## src/rtl/ifu_fetchq.sv

```systemverilog
// ifu_fetchq: instruction-fetch unit with a decoupling fetch queue.
//
// Pipelined, in-order fetches go out on a request/grant/response instruction bus.
// Each granted fetch takes a queue slot before its data returns. Returned
// instructions reach idu through a valid/ready handshake. A flush or jump
// redirect frees every slot. Responses still in flight for the old stream are
// counted in drop_cnt and discarded when they arrive.
//
// Ports:
//   clk, rst          clock (rising edge), asynchronous active-high reset
//   flush_i/_addr_i   pipe_ctrl redirect and target (wins over jump)
//   jump_flag_i/_addr_i idu redirect and target
//   inst_valid_o      head slot holds a returned instruction
//   inst_o            head instruction
//   inst_addr_o       head instruction address
//   inst_ready_i      idu accepts the head this cycle
//   ibus_req_o        fetch request
//   ibus_addr_o       fetch address
//   ibus_gnt_i        request accepted this cycle
//   ibus_rvalid_i     response valid; responses return in grant order
//   ibus_rdata_i      response data
//   stallreq_o        no instruction available for idu

module ifu_fetchq #(
   parameter int unsigned          ADDR_W     = 32,
   parameter int unsigned          INST_W     = 32,
   parameter logic [ADDR_W-1:0]    RESET_PC   = 32'h8000_0000,
   parameter int unsigned          DEPTH      = 4,
   parameter int unsigned          INST_BYTES = 4
) (
   input  logic              clk,
   input  logic              rst,
   input  logic              flush_i,
   input  logic [ADDR_W-1:0] flush_addr_i,
   input  logic              jump_flag_i,
   input  logic [ADDR_W-1:0] jump_addr_i,
   output logic              inst_valid_o,
   output logic [INST_W-1:0] inst_o,
   output logic [ADDR_W-1:0] inst_addr_o,
   input  logic              inst_ready_i,
   output logic              ibus_req_o,
   output logic [ADDR_W-1:0] ibus_addr_o,
   input  logic              ibus_gnt_i,
   input  logic              ibus_rvalid_i,
   input  logic [INST_W-1:0] ibus_rdata_i,
   output logic              stallreq_o
);

   localparam int unsigned IdxW = $clog2(DEPTH);
   // One extra bit so that full and empty can be told apart.
   localparam int unsigned PtrW = IdxW + 1;

   logic [ADDR_W-1:0] pc_q, pc_d;
   logic              started_q;
   logic [PtrW-1:0]   alloc_ptr_q, alloc_ptr_d;
   logic [PtrW-1:0]   fill_ptr_q, fill_ptr_d;
   logic [PtrW-1:0]   head_ptr_q, head_ptr_d;
   logic [PtrW-1:0]   drop_cnt_q, drop_cnt_d;
   logic [DEPTH-1:0]  filled_q, filled_d;

   logic [ADDR_W-1:0] addr_q [DEPTH];
   logic [INST_W-1:0] data_q [DEPTH];

   logic [PtrW-1:0]   count;
   logic [PtrW-1:0]   outstanding;
   logic [IdxW-1:0]   alloc_idx;
   logic [IdxW-1:0]   fill_idx;
   logic [IdxW-1:0]   head_idx;
   logic              redirect;
   logic              grant;
   logic              rsp_keep;
   logic              pop;

   assign alloc_idx   = alloc_ptr_q[IdxW-1:0];
   assign fill_idx    = fill_ptr_q[IdxW-1:0];
   assign head_idx    = head_ptr_q[IdxW-1:0];

   // Slots taken (waiting or filled, not yet popped) and fetches still on the bus.
   assign count       = alloc_ptr_q - head_ptr_q;
   assign outstanding = alloc_ptr_q - fill_ptr_q;

   assign redirect    = flush_i | jump_flag_i;

   // ------------------------------------------------------------------------
   // Output logic
   // ------------------------------------------------------------------------
   always_comb begin
      ibus_req_o   = started_q & ~redirect & (count < PtrW'(DEPTH));
      ibus_addr_o  = pc_q;
      inst_valid_o = (count != '0) & filled_q[head_idx];
      inst_o       = data_q[head_idx];
      inst_addr_o  = addr_q[head_idx];
      stallreq_o   = ~inst_valid_o;
   end

   assign grant    = ibus_req_o & ibus_gnt_i;
   assign rsp_keep = ibus_rvalid_i & (drop_cnt_q == '0);
   // A redirect wipes the queue, so a handshake in that cycle must not count.
   assign pop      = inst_valid_o & inst_ready_i & ~redirect;

   // ------------------------------------------------------------------------
   // Next-state logic
   // ------------------------------------------------------------------------
   always_comb begin
      pc_d        = pc_q;
      alloc_ptr_d = alloc_ptr_q;
      fill_ptr_d  = fill_ptr_q;
      head_ptr_d  = head_ptr_q;
      drop_cnt_d  = drop_cnt_q;
      filled_d    = filled_q;

      if (redirect) begin
         pc_d        = flush_i ? flush_addr_i : jump_addr_i;
         alloc_ptr_d = '0;
         fill_ptr_d  = '0;
         head_ptr_d  = '0;
         filled_d    = '0;
         // Every fetch still on the bus now belongs to the dead stream. A
         // response arriving this cycle takes one off: either it is one of the
         // outstanding fetches being thrown away, or it uses up an earlier drop.
         drop_cnt_d  = drop_cnt_q + outstanding - PtrW'(ibus_rvalid_i);
      end else begin
         if (grant) begin
            alloc_ptr_d         = alloc_ptr_q + PtrW'(1);
            pc_d                = pc_q + ADDR_W'(INST_BYTES);
            filled_d[alloc_idx] = 1'b0;
         end

         if (ibus_rvalid_i) begin
            if (drop_cnt_q != '0) begin
               drop_cnt_d = drop_cnt_q - PtrW'(1);
            end else begin
               fill_ptr_d         = fill_ptr_q + PtrW'(1);
               filled_d[fill_idx] = 1'b1;
            end
         end

         // The head slot can never also be the grant or fill target in a popping
         // cycle, so clearing it here cannot clash with the updates above.
         if (pop) begin
            head_ptr_d         = head_ptr_q + PtrW'(1);
            filled_d[head_idx] = 1'b0;
         end
      end
   end

   // ------------------------------------------------------------------------
   // Control state
   // ------------------------------------------------------------------------
   always_ff @(posedge clk or posedge rst) begin
      if (rst) begin
         pc_q        <= RESET_PC;
         started_q   <= 1'b0;
         alloc_ptr_q <= '0;
         fill_ptr_q  <= '0;
         head_ptr_q  <= '0;
         drop_cnt_q  <= '0;
         filled_q    <= '0;
      end else begin
         pc_q        <= pc_d;
         started_q   <= 1'b1;
         alloc_ptr_q <= alloc_ptr_d;
         fill_ptr_q  <= fill_ptr_d;
         head_ptr_q  <= head_ptr_d;
         drop_cnt_q  <= drop_cnt_d;
         filled_q    <= filled_d;
      end
   end

   // Payload storage needs no reset: the filled flags and pointers decide
   // what is valid.
   always_ff @(posedge clk) begin
      if (grant) begin
         addr_q[alloc_idx] <= pc_q;
      end
      if (rsp_keep && !redirect) begin
         data_q[fill_idx] <= ibus_rdata_i;
      end
   end

endmodule

```

## config.mk

```make
export PLATFORM = sky130hd
export DESIGN_NAME = ifu_fetchq
export DESIGN_NICKNAME = d
export VERILOG_FILES = /design/src/rtl/ifu_fetchq.sv
export SDC_FILE = /design/constraint.sdc
export NUM_CORES = 1
export LEC_CHECK = 0
export CAP_MARGIN = 40
export CORE_AREA = 2 2 166 168
export DETAILED_ROUTE_END_ITERATION = 8
export DIE_AREA = 0 0 168 170
export PLACE_DENSITY = 0.8
export SYNTH_ARGS = -nofsm -noshare
export SYNTH_HDL_FRONTEND = slang
export SYNTH_SLANG_ARGS = --single-unit
export TNS_END_PERCENT = 100
```

## constraint.sdc

```tcl
create_clock -name clk -period 3.4 [get_ports clk]
set_clock_uncertainty 0.2 [all_clocks]
set_input_delay 0.68 -clock clk [delete_from_list [all_inputs] [get_ports clk]]
set_output_delay 0.68 -clock clk [all_outputs]
set_load 0.02 [all_outputs]
```

==> impl_metrics.env <==
export IMPL_timing_rr_start="alloc_ptr_q[0]"
export IMPL_drc=0
export IMPL_dr_pass1_iters=5
export IMPL_clk_pin_slew_worst_paths_ns=0.06
export IMPL_grt_pass1_vias=7659
export IMPL_grt_max_degree=69
export IMPL_synth_simple_area_share=0.0591
export IMPL_antenna_found_initial=2
export IMPL_holdCritPathClass="in2async"
export IMPL_stdcell_area_um2=16300
export IMPL_worst_slew_pin_transition_ns=0.918
export IMPL_totalWireLength_mm=29.5
export IMPL_clock_latency_ns=0.55
export IMPL_p_leak_nw=5.56
export IMPL_die_w_um=168
export IMPL_synth_top_family_by_area="multiplexers"
export IMPL_coreArea_um2=26700
export IMPL_timing_rr_end="drop_cnt_q[2]"
export IMPL_gp_congestion=0.787
export IMPL_yosys_warnings=0
export IMPL_critPathRequiredTime_ns=2.52
export IMPL_yosysMostFrequentCell="edfxtp_1"
export IMPL_cts_root_buf="clkbuf_16"
export IMPL_min_period_over_period=0.987
export IMPL_cts_path_max_buffers=3
export IMPL_port_buffers=201
export IMPL_synth_area_leaders="edfxtp_1 61%, mux4_2 12%, dfrtp_1 9.5%"
export IMPL_start_kind="flop"
export IMPL_setup_viol=0
export IMPL_r2r_cells=11
export IMPL_synth_distinct_cells=56
export IMPL_nets=1076
export IMPL_worstPathMaxFanout=12
export IMPL_hold_viol_final=0
export IMPL_clock_fmax_mhz=298
export IMPL_synth_xor_area_frac=0.0169
export IMPL_syn_inst=724
export IMPL_muxShareOfSynthArea=0.122
export IMPL_start_util=0.473
export IMPL_syn_to_final_growth_pct=29.0
export IMPL_yosysTopAreaCell="edfxtp_1"
export IMPL_drtAntennaViolNets=0
export IMPL_die_height_um=170
export IMPL_cp_arrival_ns=2.47
export IMPL_cap_viol_max_count=0
export IMPL_grt_overflow=0
export IMPL_cpPeakStageDelay_ns=0.58
export IMPL_critical_path_top_delay_family="buffers and inverters"
export IMPL_synthArstFlopShare=0.161
export IMPL_drive_above_1_share=0.164
export IMPL_cts_sinks=305
export IMPL_crit_path_end_kind="output pin"
export IMPL_synth_edff_count=256
export IMPL_status="finished, final reports clean"
export IMPL_crit_type="reg2out"
export IMPL_vias=7552
export IMPL_place_area_um2=15200
export IMPL_finalPower_mw=8.22
export IMPL_synth_compound_area_frac=0.0520
export IMPL_path_buf_inv=2
export IMPL_grt_usage=0.208
export IMPL_ctsHtreeMaxLevel=1
export IMPL_drv_slew=0
export IMPL_maxSlewHeadroom=0.383
export IMPL_ys_ff_latch=305
export IMPL_synth_top_area_share=0.609
export IMPL_r2r_slack_ns=0.24
export IMPL_tritoncts="built"
export IMPL_netlist_area_um2=12600
export IMPL_wl_per_cell_um=22.4
export IMPL_ctsHoldBuffers=0
export IMPL_vdd_drop_max_v=0.000370
export IMPL_synth_ff_type="edfxtp_1"
export IMPL_min_period_ns=3.35
export IMPL_ios=202
export IMPL_detailedRoute_firstIterationViolations=627
export IMPL_row_count=60
export IMPL_die_area_um2=28600
export IMPL_grt_pass1_wl_mm=45.2
export IMPL_cts_made_buffers=30
export IMPL_synth_common_cells="256 x edfxtp_1, 65 x mux4_2, 48 x dfrtp_1"
export IMPL_post_synth_fa_ha_maj_area_fraction=0.0248
export IMPL_viasPerCell=5.74
export IMPL_path_cells="bufbuf_16 -> mux4_2 -> clkdlybuf4s50_1"
export IMPL_tns_ns=0
export IMPL_power_density_nw_per_um2=505
export IMPL_yosysSeqAreaShare=0.707
export IMPL_hpwlAfterDp_mm=19.0
export IMPL_avgSynthCellArea_um2=17.4
export IMPL_synth_fp_nets=849
export IMPL_cp_slowest_cell="clkdlybuf4s50_1"
## final cells by class
| class | count | area [um2] |
|---|---|---|
| fillers | 1893 | 10400 |
| flip-flops and latches | 305 | 8920 |
| multi-input cells | 360 | 3480 |
| repair buffers | 229 | 2390 |
| clock buffers | 45 | 848 |
| well taps | 341 | 427 |
| clock inverters | 9 | 98.8 |
| inverters | 25 | 93.8 |
| diodes | 2 | 5.00 |
## stage by stage
step | hold slack, ns | worst slack (ns) | std cells | utilization
floorplan | 0.259 | 0.0429 | 724 | -
global route | 0.228 | -0.00847 | 1316 | 0.610
CTS | 0.199 | -0.0325 | 1312 | 0.609
detailed placement | 0.298 | -0.472 | 1256 | 0.571
finish | 0.203 | 0.0458 | 1316 | 0.610
global placement | 0.283 | -0.391 | 1256 | 0.571
## worst max path at each step
stage                               from         endpoint  slack, ns  cells after the start
after floorplan           alloc_ptr_q[0]     addr_q[0][0]       0.04                      8
after global placement     ibus_rvalid_i    drop_cnt_q[2]      -0.39                     12
after detailed placement   ibus_rvalid_i    drop_cnt_q[2]      -0.47                     12
after CTS                  head_ptr_q[0]  inst_addr_o[12]      -0.03                      4
after global routing       head_ptr_q[0]  inst_addr_o[22]     -0.008                      5
final                      head_ptr_q[0]   inst_addr_o[8]       0.05                      3
## kinds of logic after synthesis
kind of cell	count (synthesis)
other	1
buffers and inverters	59
DFF	305
and+or+nand+nor	145
AOI/OAI and AO/OA	99
adders and majority gates	22
xor gates and xnor gates	21
muxes	72
## cells in the final DEF, fill, tap and decap left out, drive strengths merged, types with 11 or more instances in the layout
cell           count
edfxtp           256
clkdlybuf4s50    166
mux4              65
dfrtp             48
clkbuf            45
nand2             38
nor2              29
buf               28
a21oi             25
inv               25
dlygate4sd2       22
ha                17
o21ai             16
nor3              14
a22oi             13
and3              13
nand3             12
xnor2             12
nand4             11
## state kept, by name, summed over array words and instances, names as in the netlist
name,cells
addr_q,128
data_q,128
ibus_addr_o,32
filled_q,4
alloc_ptr_q,3
drop_cnt_q,3
fill_ptr_q,3
head_ptr_q,3
started_q,1
## per-layer routing
metal / part of all wire / global-route usage / vias to the layer above
li1: - / - / 3347
met1: 0.40 / 0.277 / 3839
met2: 0.50 / 0.337 / 315
met3: 0.077 / 0.0467 / 51
met4: 0.028 / 0.0802 / 0
met5: 0 / 0 / -
## timing repair
action,in CTS,in global routing
setup buffers,0,2
resized for setup,36,10
cloned,2,0
setup endpoints to repair,66,19
pin swaps,0,1
## power breakdown
part | total [mW] | switching (mW) | internal [mW]
clock | 3.17 | 1.30 | 1.86
sequential | 4.30 | 0.130 | 4.17
combinational | 0.750 | 0.384 | 0.366
Power figures use the tool's default switching activity.
